### src/rtl/acceso_memoria.sv
// MEM-stage load/store unit: drives the data-memory strobes and formats loads.
// Sub-word stores are done as read-modify-write; faulting requests never touch memory.
module acceso_memoria #(
    parameter int RAM_PAGES = 4,
    parameter int ROM_PAGE  = 4
) (
    input  logic        clk,
    input  logic        reset,
    input  logic        req_valid,
    input  logic        req_store,
    input  logic [1:0]  req_size,
    input  logic        req_signed,
    input  logic [31:0] req_addr,
    input  logic [31:0] req_wdata,
    output logic        busy,
    output logic        done,
    output logic        fault,
    output logic [31:0] load_data,
    output logic        EscrMem,
    output logic        LeerMem,
    output logic [31:0] Direc,
    output logic [31:0] Datain,
    input  logic [31:0] Dataout
);

    typedef enum logic [2:0] {
        S_IDLE,
        S_ACCESS,
        S_WAIT,
        S_MERGE,
        S_DONE,
        S_FAULT
    } state_t;

    localparam logic [1:0] SIZE_BYTE = 2'b00;
    localparam logic [1:0] SIZE_HALF = 2'b01;
    localparam logic [1:0] SIZE_WORD = 2'b10;
    localparam logic [1:0] SIZE_BAD  = 2'b11;

    state_t      state_q;
    logic        store_q;
    logic [1:0]  size_q;
    logic        signed_q;
    logic [1:0]  offset_q;
    logic [15:0] wdata_q;
    logic        busy_q;
    logic        done_q;
    logic        fault_q;
    logic [31:0] loadData_q;
    logic        escr_q;
    logic        leer_q;
    logic [31:0] direc_q;
    logic [31:0] datain_q;

    // A request is rejected on size, alignment, unmapped page, or a write to ROM.
    function automatic logic checkFault(input logic        isStore,
                                        input logic [1:0]  size,
                                        input logic [31:0] addr);
        logic [23:0] page;
        logic        inRam;
        logic        inRom;
        logic        isBad;
        page  = addr[31:8];
        inRam = page < 24'(RAM_PAGES);
        inRom = page == 24'(ROM_PAGE);
        isBad = 1'b0;
        if (size == SIZE_BAD)
            isBad = 1'b1;
        if (size == SIZE_HALF && addr[0])
            isBad = 1'b1;
        if (size == SIZE_WORD && addr[1:0] != 2'b00)
            isBad = 1'b1;
        if (!(inRam || inRom))
            isBad = 1'b1;
        if (isStore && inRom)
            isBad = 1'b1;
        return isBad;
    endfunction

    function automatic logic [31:0] extendLoad(input logic [31:0] word,
                                               input logic [1:0]  offset,
                                               input logic [1:0]  size,
                                               input logic        sgn);
        logic [31:0] lane;
        logic [31:0] result;
        lane = word >> {offset, 3'b000};
        case (size)
            SIZE_BYTE: result = {{24{sgn & lane[7]}}, lane[7:0]};
            SIZE_HALF: result = {{16{sgn & lane[15]}}, lane[15:0]};
            default:   result = word;
        endcase
        return result;
    endfunction

    // Replace only the addressed lane(s) of the word just read back.
    function automatic logic [31:0] mergeStore(input logic [31:0] word,
                                               input logic [1:0]  offset,
                                               input logic [1:0]  size,
                                               input logic [15:0] wdata);
        logic [31:0] mask;
        logic [31:0] ins;
        if (size == SIZE_BYTE) begin
            mask = 32'h0000_00FF << {offset, 3'b000};
            ins  = {24'h0, wdata[7:0]} << {offset, 3'b000};
        end else begin
            mask = 32'h0000_FFFF << {offset, 3'b000};
            ins  = {16'h0, wdata} << {offset, 3'b000};
        end
        return (word & ~mask) | ins;
    endfunction

    // Outputs are registered alongside the state they belong to, so each
    // transition loads the values the destination state presents.
    always_ff @(posedge clk) begin
        if (reset) begin
            state_q    <= S_IDLE;
            store_q    <= 1'b0;
            size_q     <= 2'b00;
            signed_q   <= 1'b0;
            offset_q   <= 2'b00;
            wdata_q    <= 16'h0;
            busy_q     <= 1'b0;
            done_q     <= 1'b0;
            fault_q    <= 1'b0;
            loadData_q <= 32'h0;
            escr_q     <= 1'b0;
            leer_q     <= 1'b0;
            direc_q    <= 32'h0;
            datain_q   <= 32'h0;
        end else begin
            case (state_q)
                S_IDLE: begin
                    if (req_valid) begin
                        store_q  <= req_store;
                        size_q   <= req_size;
                        signed_q <= req_signed;
                        offset_q <= req_addr[1:0];
                        wdata_q  <= req_wdata[15:0];
                        busy_q   <= 1'b1;
                        if (checkFault(req_store, req_size, req_addr)) begin
                            state_q <= S_FAULT;
                            done_q  <= 1'b1;
                            fault_q <= 1'b1;
                        end else begin
                            state_q <= S_ACCESS;
                            direc_q <= {req_addr[31:2], 2'b00};
                            if (req_store && req_size == SIZE_WORD) begin
                                escr_q   <= 1'b1;
                                datain_q <= req_wdata;
                            end else begin
                                leer_q <= 1'b1;
                            end
                        end
                    end
                end

                S_ACCESS: begin
                    if (store_q && size_q == SIZE_WORD) begin
                        state_q  <= S_DONE;
                        escr_q   <= 1'b0;
                        datain_q <= 32'h0;
                        direc_q  <= 32'h0;
                        done_q   <= 1'b1;
                    end else begin
                        state_q <= S_WAIT;
                    end
                end

                // Dataout now holds the word addressed in ACCESS.
                S_WAIT: begin
                    leer_q <= 1'b0;
                    if (store_q) begin
                        state_q  <= S_MERGE;
                        escr_q   <= 1'b1;
                        datain_q <= mergeStore(Dataout, offset_q, size_q, wdata_q);
                    end else begin
                        state_q    <= S_DONE;
                        direc_q    <= 32'h0;
                        done_q     <= 1'b1;
                        loadData_q <= extendLoad(Dataout, offset_q, size_q, signed_q);
                    end
                end

                S_MERGE: begin
                    state_q  <= S_DONE;
                    escr_q   <= 1'b0;
                    datain_q <= 32'h0;
                    direc_q  <= 32'h0;
                    done_q   <= 1'b1;
                end

                S_DONE, S_FAULT: begin
                    state_q    <= S_IDLE;
                    busy_q     <= 1'b0;
                    done_q     <= 1'b0;
                    fault_q    <= 1'b0;
                    loadData_q <= 32'h0;
                end

                default: begin
                    state_q    <= S_IDLE;
                    busy_q     <= 1'b0;
                    done_q     <= 1'b0;
                    fault_q    <= 1'b0;
                    loadData_q <= 32'h0;
                    escr_q     <= 1'b0;
                    leer_q     <= 1'b0;
                    direc_q    <= 32'h0;
                    datain_q   <= 32'h0;
                end
            endcase
        end
    end

    assign busy      = busy_q;
    assign done      = done_q;
    assign fault     = fault_q;
    assign load_data = loadData_q;
    assign EscrMem   = escr_q;
    assign LeerMem   = leer_q;
    assign Direc     = direc_q;
    assign Datain    = datain_q;

endmodule

### config.mk
export PLATFORM = sky130hd
export DESIGN_NAME = acceso_memoria
export DESIGN_NICKNAME = d
export VERILOG_FILES = /design/src/rtl/acceso_memoria.sv
export SDC_FILE = /design/constraint.sdc
export NUM_CORES = 1
export LEC_CHECK = 0
export BUFFER_PORTS_ARGS = -buffer_cell sky130_fd_sc_hd__buf_2
export CAP_MARGIN = 5
export CORE_MARGIN = 2
export CORE_UTILIZATION = 40
export DETAILED_ROUTE_END_ITERATION = 12
export MAX_ROUTING_LAYER = met4
export PLACE_DENSITY = 0.63
export SYNTH_ARGS = -nofsm -noshare
export SYNTH_HDL_FRONTEND = slang
export SYNTH_SLANG_ARGS = --single-unit
### constraint.sdc
create_clock -name clk -period 2.65 [get_ports clk]
set_input_delay 0.265 -clock clk [delete_from_list [all_inputs] [get_ports clk]]
set_output_delay 0.265 -clock clk [all_outputs]
set_load 0.005 [all_outputs]
# Yosys cells after proc, flatten, opt, wreduce, memory -nomap -nowiden
# Index checks and enable logic that the tools add are counted.
# Widths: inputs -> output; s select.
# classes
magnitude_cmp,1
n_eq_ne,19
shifts,5
muxes,52
bitwise,9
reduce_logical,21
# ops
op,n
$mux 32,17
$pmux 32 s4,2
$pmux 32 s2,2
$and 32x32->32,1
$not 32->32,1
$or 32x32->32,1
$shl 16x5->32,1
$shl 16x5->32 const A,1
$shl 8x5->32,1
$shl 8x5->32 const A,1
$shr 32x5->16,1
$eq 24x3->1 const B,1
$lt 24x3->1 const B,1
$mux 1,21
$ne 2x2->1 const B,8
$mux 3,4
$pmux 3 s4,1
$pmux 1 s4,2
$reduce_and 4->1,2
$eq 2x2->1 const B,3
$eq 3x2->1 const B,2
$eq 3x3->1 const B,2
$pmux 1 s2,3
$reduce_and 2->1,3
other kinds (15),25
# totals
reg_bits,126
input_bits,103
out_inout_bits,101
word_cells,121

# Depth between registers and ports, before layout
# Gate-level depths: netlist of the first run.
# logic_depth
depth_word,12
mapped_depth,8
ltp_nobuf,5

# Least setup slack after synthesis of the first run
# No wires, ideal clock.
# synth_path
path_type,register -> register
from,reg offset_q[1]
to,reg loadData_q[9] (netlist: load_data[9])
setup_ps,128
arrival_ps,1558
t_required_ps,2522
slack_ps,964
path_stages_with_launch,7
n_path_buf,1
period_less_slack_ps,1686
path_cell_list,dfxtp_1 buf_2 mux4_2 a31o_2 a21oi_1 a2bb2oi_1 nor2_1
# synth_via
elab_chain_cells,5
# synth_lines
element,line_no,rtl
start: declaration,44,logic [1:0] offset_q;
start signal: assignment,137,offset_q <= req_addr[1:0];
$shr 32x5->16 (*),86,"lane = word >> {offset, 3'b000};"
$and 1x1->1,88,"SIZE_BYTE: result = {{24{sgn & lane[7]}}, lane[7:0]};"
$pmux 32 s2 (*),87,case (size)
$mux 32 (*),172,if (store_q) begin
$pmux 32 s2 (*),131,case (state_q)
end signal: assignment,180,"loadData_q <= extendLoad(Dataout, offset_q, size_q, signed_q);"
end: declaration,49,logic [31:0] loadData_q;
# Every way passes the cells marked *; elsewhere a longest branch is shown, timed or not. The select of a mux whose other input is x is not followed.
# A chain may end at the register's enable or synchronous reset.

# Final worst setup path of the first run
# layout_path
from,reg state_q[0]
to,reg loadData_q[21] (netlist: load_data[21])
# layout_via
elab_chain_cells,4
word_cells_on_any_way,9
classes_between,eq/ne (4); mux (1); bitwise (1); reduce/logical (3)
# layout_lines
element,line_no,rtl
start: declaration,40,state_t state_q;
start signal: assignment,116,state_q <= S_IDLE;
start signal: assignment,141,state_q <= S_FAULT;
start signal: assignment,145,state_q <= S_ACCESS;
$eq 3x1->1 (tied with other cells),131,
$reduce_or 3->1 (no source line),-,
$not 1->1 (no source line),-,
$reduce_and 2->1 (no source line),-,
# Parallel ways exist; a longest one is shown, timed or not.

==> results by group, run 1 <==
Critical path
  – Delay-heaviest family, CP: simple AND/OR/NAND/NOR gates
  – Slowest stage delay, CP: 900 ps
  – Setup CP Type: flop to flop
  – Critical path's slowest cell: nor2_2
  – Maximum fanout along the worst path: 32
  – Crit-path cells: nand2b_4 > nor2_1 > nor2_2 > a22oi_1 > a21oi_1
  – Worst setup SP type: flop
  – Worst endpoint required time: 3000 ps
  – Crit path DAT: 2540 ps
  – CP endpoint kind: flop
  – CP Buf/Inv Count: 0

Timing
  – Unrepaired setup endpoints after global routing: false
  – Fmax: 0.456 GHz
  – Slew @ Worst Pin: 1200 ps
  – Fin crit share: 82.8%
  – Setup ws final: 456 ps
  – Clk_skew: 11.4 ps
  – Final hold violation count: 0
  – WHS: 54.3 ps
  – Total Neg Setup Slack: 0 ps
  – Slew HR: 19.9%
  – Min Tclk post-route: 2190 ps
  – Final setup vio count: 0
  – Final Max Tran Viols: 0

Detailed routing
  – Wire per inst: 18.5 microns
  – DR vias/cell: 5.66
  – Vias: 5,720
  – Antenna viol nets, final: 0
  – DR pass1 iterations: 5
  – Drt total wl: 18,700 microns
  – DRT iter0 DRCs: 561
  – Residual DRC: 0

Placed design
  – Inst Count DP: 978
  – Hpwl dp: 13,700 microns
  – Place WS: 496 ps
  – Post-DP Area: 6970 sq um
  – Routability cong.: 0.859
  – IO Port Bufs: 201

Logic synthesis
  – Post-synthesis cell area: 5890 sq um
  – Post-synth ARST share: 0%
  – Most used DFF post-synth: dfxtp_1
  – Cell taking the most area after synthesis: dfxtp_1
  – #FFs+latches synth: 124
  – Synth warn: 0
  – Synth top area cells: dfxtp_1 (42%), a21oi_1 (8.1%), o2bb2ai_2 (7.7%)
  – Post-synth EDFFs: 0
  – Top-area cell type share of the netlist area: 42.2%
  – Sequential fraction of the synthesis area: 42.2%
  – Syn avg cell area: 9.30 sq um
  – Yosys cell types: 58
  – Synthesized instance count: 633

Floorplan
  – Die Span X: 125 microns
  – Num ports: 204
  – Cell Rows: 44
  – Starting Density: 40.7%
  – Die area: 15,700 sq um
  – DIE HEIGHT: 125 microns
  – Core region area: 14,500 sq um

Final layout
  – Fin cells: 1,010
  – Design area: 7580 sq um
  – N_diodes: 0
  – Core Util, Final: 52.4%
  – Most common cell after layout, fill and taps aside: buf_2
  – Layout cells sized above 1: 36.2%
  – Most frequent cells in the layout: buf_2 (201), dfxtp_1 (123), a21oi_1 (95), nand2_1 (71), o2bb2ai_2 (30)
  – Nets: 916
  – Synthesis-to-layout area growth: 28.8%

Clocking
  – CTS tree: done
  – Skew-Pair Late Insertion Delay: 430 ps
  – Maximum clock insertion buffer count: 2
  – CTS resizes: 0
  – Clk pin slew, worst setup/hold paths: 60 ps
  – Post-CTS Setup Repair Bufs: 0
  – Root Driver: clkbuf_16
  – CTS buffer count: 17
  – Hold Buf Count CTS: 0
  – Htree depth: 4
  – # clock sinks: 124

Pwr
  – Worst-case vdd ir drop: 637 uV
  – Power, Total: 5.38 mW
  – Lkg Pwr: 3.22 nW
  – Power per cell area: 709 nW/um^2

Flow run
  – Max-cap violations: 0

Global routing
  – Antenna violations before repair: 0
  – Largest net degree at the start of global routing: 57
  – GRT Residual Overflow: 0
  – First-pass GRT wire length: 29,500 microns
  – Total Routing Usage GR: 24.4%
  – Number of global-route vias before repair: 5,487

Status
  – Status: finished clean

Min path
  – Worst hold-check path type: primary input to flop
area by class of cell:
class                           instances  area [sq um]
Multi-Input combinational cell        443          3070
Clock inverter                         14           169
Fill cell                            1346          6900
Tap cell                              184           230
Clock buffer                           18           439
Timing Repair Buffer                  216          1140
Sequential cell                       124          2480
Inverter                               11          41.3
where the power goes:
group          switching [mW]  internal, mW
sequential             0.0897          1.93
combinational           0.610         0.358
clock                   0.883          1.50
total                    1.58          3.80
Yosys cell counts (9+ instances only):
library cell	count
buf_2	14
and2_1	22
clkbuf_1	26
o2bb2ai_1	9
a22oi_1	22
o31ai_1	10
o2bb2ai_2	30
inv_1	10
o21ai_0	20
dfxtp_1	124
a2bb2oi_1	17
mux2i_1	18
a21oi_1	95
nand2_1	71
buf_4	9
a22o_1	9
nor2_1	21
kinds of logic after synthesis:
logic type      synth area share, %
compound gates                 35.5
simple gates                   12.8
flops                          42.2
buf+inv                        5.82
mux                            3.63
other cells                  0.0637
flip-flops by register name (all words and copies together), names as in the netlist:
register and cells:
wdata_q 16, state_q 3, LeerMem 1, signed_q 1
store_q 1, Direc 30, offset_q 2, EscrMem 1
Datain 32, load_data 32, size_q 2, busy 1
done 1, fault 1
path summary, 6_finish.rpt:
path / slack [ps] / start / cells past startpoint / to
setup reg to reg: 460 / state_q[0] / 5 / load_data[21]
hold / removal: 50 / req_addr[7] / 2 / Direc[7]
hold reg to reg: 450 / load_data[10] / 2 / load_data[10]
setup / recovery: 460 / state_q[0] / 5 / load_data[21]
routing by layer:
metal | global-route usage (%) | wire, microns | share of wire (%)
met1 | 33.0 | 8530 | 46
met2 | 35.0 | 8190 | 44
met3 | 6.55 | 1540 | 8.2
met4 | 9.02 | 418 | 2.2
met5 | - | 0 | 0
Note: power is estimated with default switching activity, not from simulation.
==> run 2, diff against run 1 <==
- PLACE_DENSITY: 0.63 -> 0.66
- clock period: 2.65 -> 1.9 ns (I/O delays scaled with it)
==> run 2 against run 1 <==
- power increased by 41%
- clock skew shrank 2.1 ps
- setup slack got worse by 400 ps
- combinational power is 56% higher
- non-clock buffer count increased by 28
- clock power grew 38%
==> results by group, run 2 (same netlist as run 1, synthesis figures left out) <==
Floorplan
  – Die area: 15,700 sq um (unchanged)
  – Die Span X: 125 microns (unchanged)
  – DIE HEIGHT: 125 microns (unchanged)
  – Cell Rows: 44 (unchanged)
  – Core region area: 14,500 sq um (unchanged)
  – Num ports: 204 (unchanged)
  – Starting Density: 40.7% (unchanged)

Min path
  – Hold Crit Start: req_wdata[12] (was req_addr[7])
  – Worst hold stages: 3 (was 2)
  – Worst hold-check path type: primary input to flop (unchanged)
  – Hold endpoint: wdata_q[12] (was Direc[7])

Flow run
  – Max-cap violations: 0 (unchanged)

Timing
  – Fin crit share: 97.2%
  – Final hold violation count: 0 (unchanged)
  – Slew @ Worst Pin: 578 ps (was 1200 ps)
  – Final Max Tran Viols: 0 (unchanged)
  – Min Tclk post-route: 1850 ps
  – Clk_skew: 9.26 ps (was 11.4 ps)
  – Fmax: 0.542 GHz
  – Final setup vio count: 0 (unchanged)
  – WHS: 13.9 ps (was 54.3 ps)
  – Slew HR: 61.3% (was 19.9%)
  – Unrepaired setup endpoints after global routing: false (unchanged)
  – Setup ws final: 53.7 ps (was 456 ps)
  – Total Neg Setup Slack: 0 ps (unchanged)

Clocking
  – CTS tree: done (unchanged)
  – # clock sinks: 124 (unchanged)
  – Skew-Pair Late Insertion Delay: 430 ps (about the same)
  – Maximum clock insertion buffer count: 2 (unchanged)
  – Htree depth: 4 (unchanged)
  – Root Driver: clkbuf_16 (unchanged)
  – CTS buffer count: 17 (unchanged)
  – Clk pin slew, worst setup/hold paths: 60 ps (about the same)

Critical path
  – Setup CP Type: primary input to flop (was flop to flop)
  – Reg-to-reg setup timing slack: 120 ps (was 460 ps)
  – Maximum fanout along the worst path: 32 (unchanged)
  – Endpoint of the worst register-to-register path: Datain[24] (was load_data[21])
  – Worst setup SP type: primary input (was flop)
  – CP endpoint kind: flop (unchanged)
  – Reg2reg start: size_q[1] (was state_q[0])
  – Crit path DAT: 2200 ps (was 2540 ps)
  – R2R cell count: 7 (was 5)
  – Worst endpoint required time: 2250 ps (was 3000 ps)

Global routing
  – Largest net degree at the start of global routing: 37 (was 57)
  – Total Routing Usage GR: 23.9% (was 24.4%)
  – GRT Residual Overflow: 0 (unchanged)
  – First-pass GRT wire length: 29,100 microns (was 29,500 microns)
  – Number of global-route vias before repair: 5,357 (was 5,487)
  – Antenna violations before repair: 1 (was 0)

Final layout
  – Core Util, Final: 54.5% (was 52.4%)
  – Design area: 7890 sq um (was 7580 sq um)
  – Storage element area: 2480 sq um (about the same)
  – Nets: 944 (was 916)
  – Most frequent cells in the layout: buf_2 (201), dfxtp_1 (122), a21oi_1 (95), nand2_1 (71), o2bb2ai_2 (31) (was buf_2 (201), dfxtp_1 (123), a21oi_1 (95), nand2_1 (71), o2bb2ai_2 (30))
  – Synthesis-to-layout area growth: 34.0% (was 28.8%)
  – Fill cells: 1,371 (was 1,346)
  – Most common cell after layout, fill and taps aside: buf_2 (unchanged)
  – Area occupied by multi-input gates: 3100 sq um (was 3070 sq um)
  – Fin cells: 1,039 (was 1,010)
  – Layout cells sized above 1: 37.7% (was 36.2%)

Pwr
  – Lkg Pwr: 3.36 nW (was 3.22 nW)
  – Worst-case vdd ir drop: 834 uV (was 637 uV)
  – Power per cell area: 964 nW/um^2 (was 709 nW/um^2)
  – Power, Total: 7.60 mW (was 5.38 mW)

Placed design
  – IO Port Bufs: 201 (unchanged)
  – Post-DP Area: 7140 sq um (was 6970 sq um)
  – Routability cong.: 0.901 (was 0.859)
  – Place WS: 99.3 ps (was 496 ps)
  – Inst Count DP: 995 (was 978)
  – Hpwl dp: 13,300 microns (was 13,700 microns)

Detailed routing
  – Vias: 5,695 (was 5,720)
  – DR vias/cell: 5.48 (was 5.66)
  – Drt total wl: 18,500 microns (was 18,700 microns)
  – Antenna viol nets, final: 0 (unchanged)
  – Residual DRC: 0 (unchanged)
  – DR pass1 iterations: 6 (was 5)
  – Wire per inst: 17.8 microns (was 18.5 microns)
  – DRT iter0 DRCs: 444 (was 561)

Status
  – Status: finished clean (unchanged)
==> run 2: cell types whose count changed in the layout (fill, tap and decap cells not counted), sizes merged, moves of 5 or more <==
cell,previous run,this run
buf,216,235
clkinv,8,3
dlygate4sd3,0,9
inv,12,18
==> run 2: worst max path at each step <==
stage,cells past startpoint,slack (ps),to,startpoint
floorplan,6,210,load_data[9],offset_q[1]
global placement,7,120,Direc[2],req_addr[22]
detailed placement,7,100,Datain[11],req_addr[22]
CTS,8,40,Datain[11],req_addr[9]
global route,8,3,Datain[14],req_addr[9]
finish,8,50,Datain[11],req_addr[9]
==> run 2: final cells by class <==
class / instances / area share, %
clock buffers: 17 / 5.39
clock inverters: 15 / 2.25
multi-input cells: 443 / 39.3
inverters: 11 / 0.523
diodes: 1 / 0.0317
well taps: 184 / 2.92
repair buffers: 244 / 18.1
flip-flops and latches: 124 / 31.5
==> run 2: worst max-delay path, stage by stage <==
cell and delay [ps]:
dlygate4sd3_1 540, buf_2 140, o31ai_2 250, o2111ai_2 210, o21ai_4 300, o2111ai_4 160
buf_12 210, o2bb2ai_2 170
==> run 2: where the power goes <==
| part | switching, mW | internal (mW) |
|---|---|---|
| logic | 0.896 | 0.617 |
| registers | 0.101 | 2.70 |
| clock network | 1.32 | 1.98 |
| total | 2.31 | 5.29 |
==> run 2: layer usage <==
metal / global-route usage, % / up-vias / wire length [microns]
li1: - / 2784 / -
met1: 33.2 / 2661 / 8500
met2: 34.0 / 223 / 8220
met3: 6.46 / 27 / 1480
met4: 6.99 / 0 / 319
met5: - / - / 0
==> run 2: timing repair <==
| action | in CTS | in global routing |
|---|---|---|
| endpoints found under the hold margin | 9 | 0 |
| hold buffers | 9 | 0 |
| setup buffers | 0 | 2 |
| endpoints found under the setup margin | 0 | 58 |
| gates resized for setup | 0 | 5 |
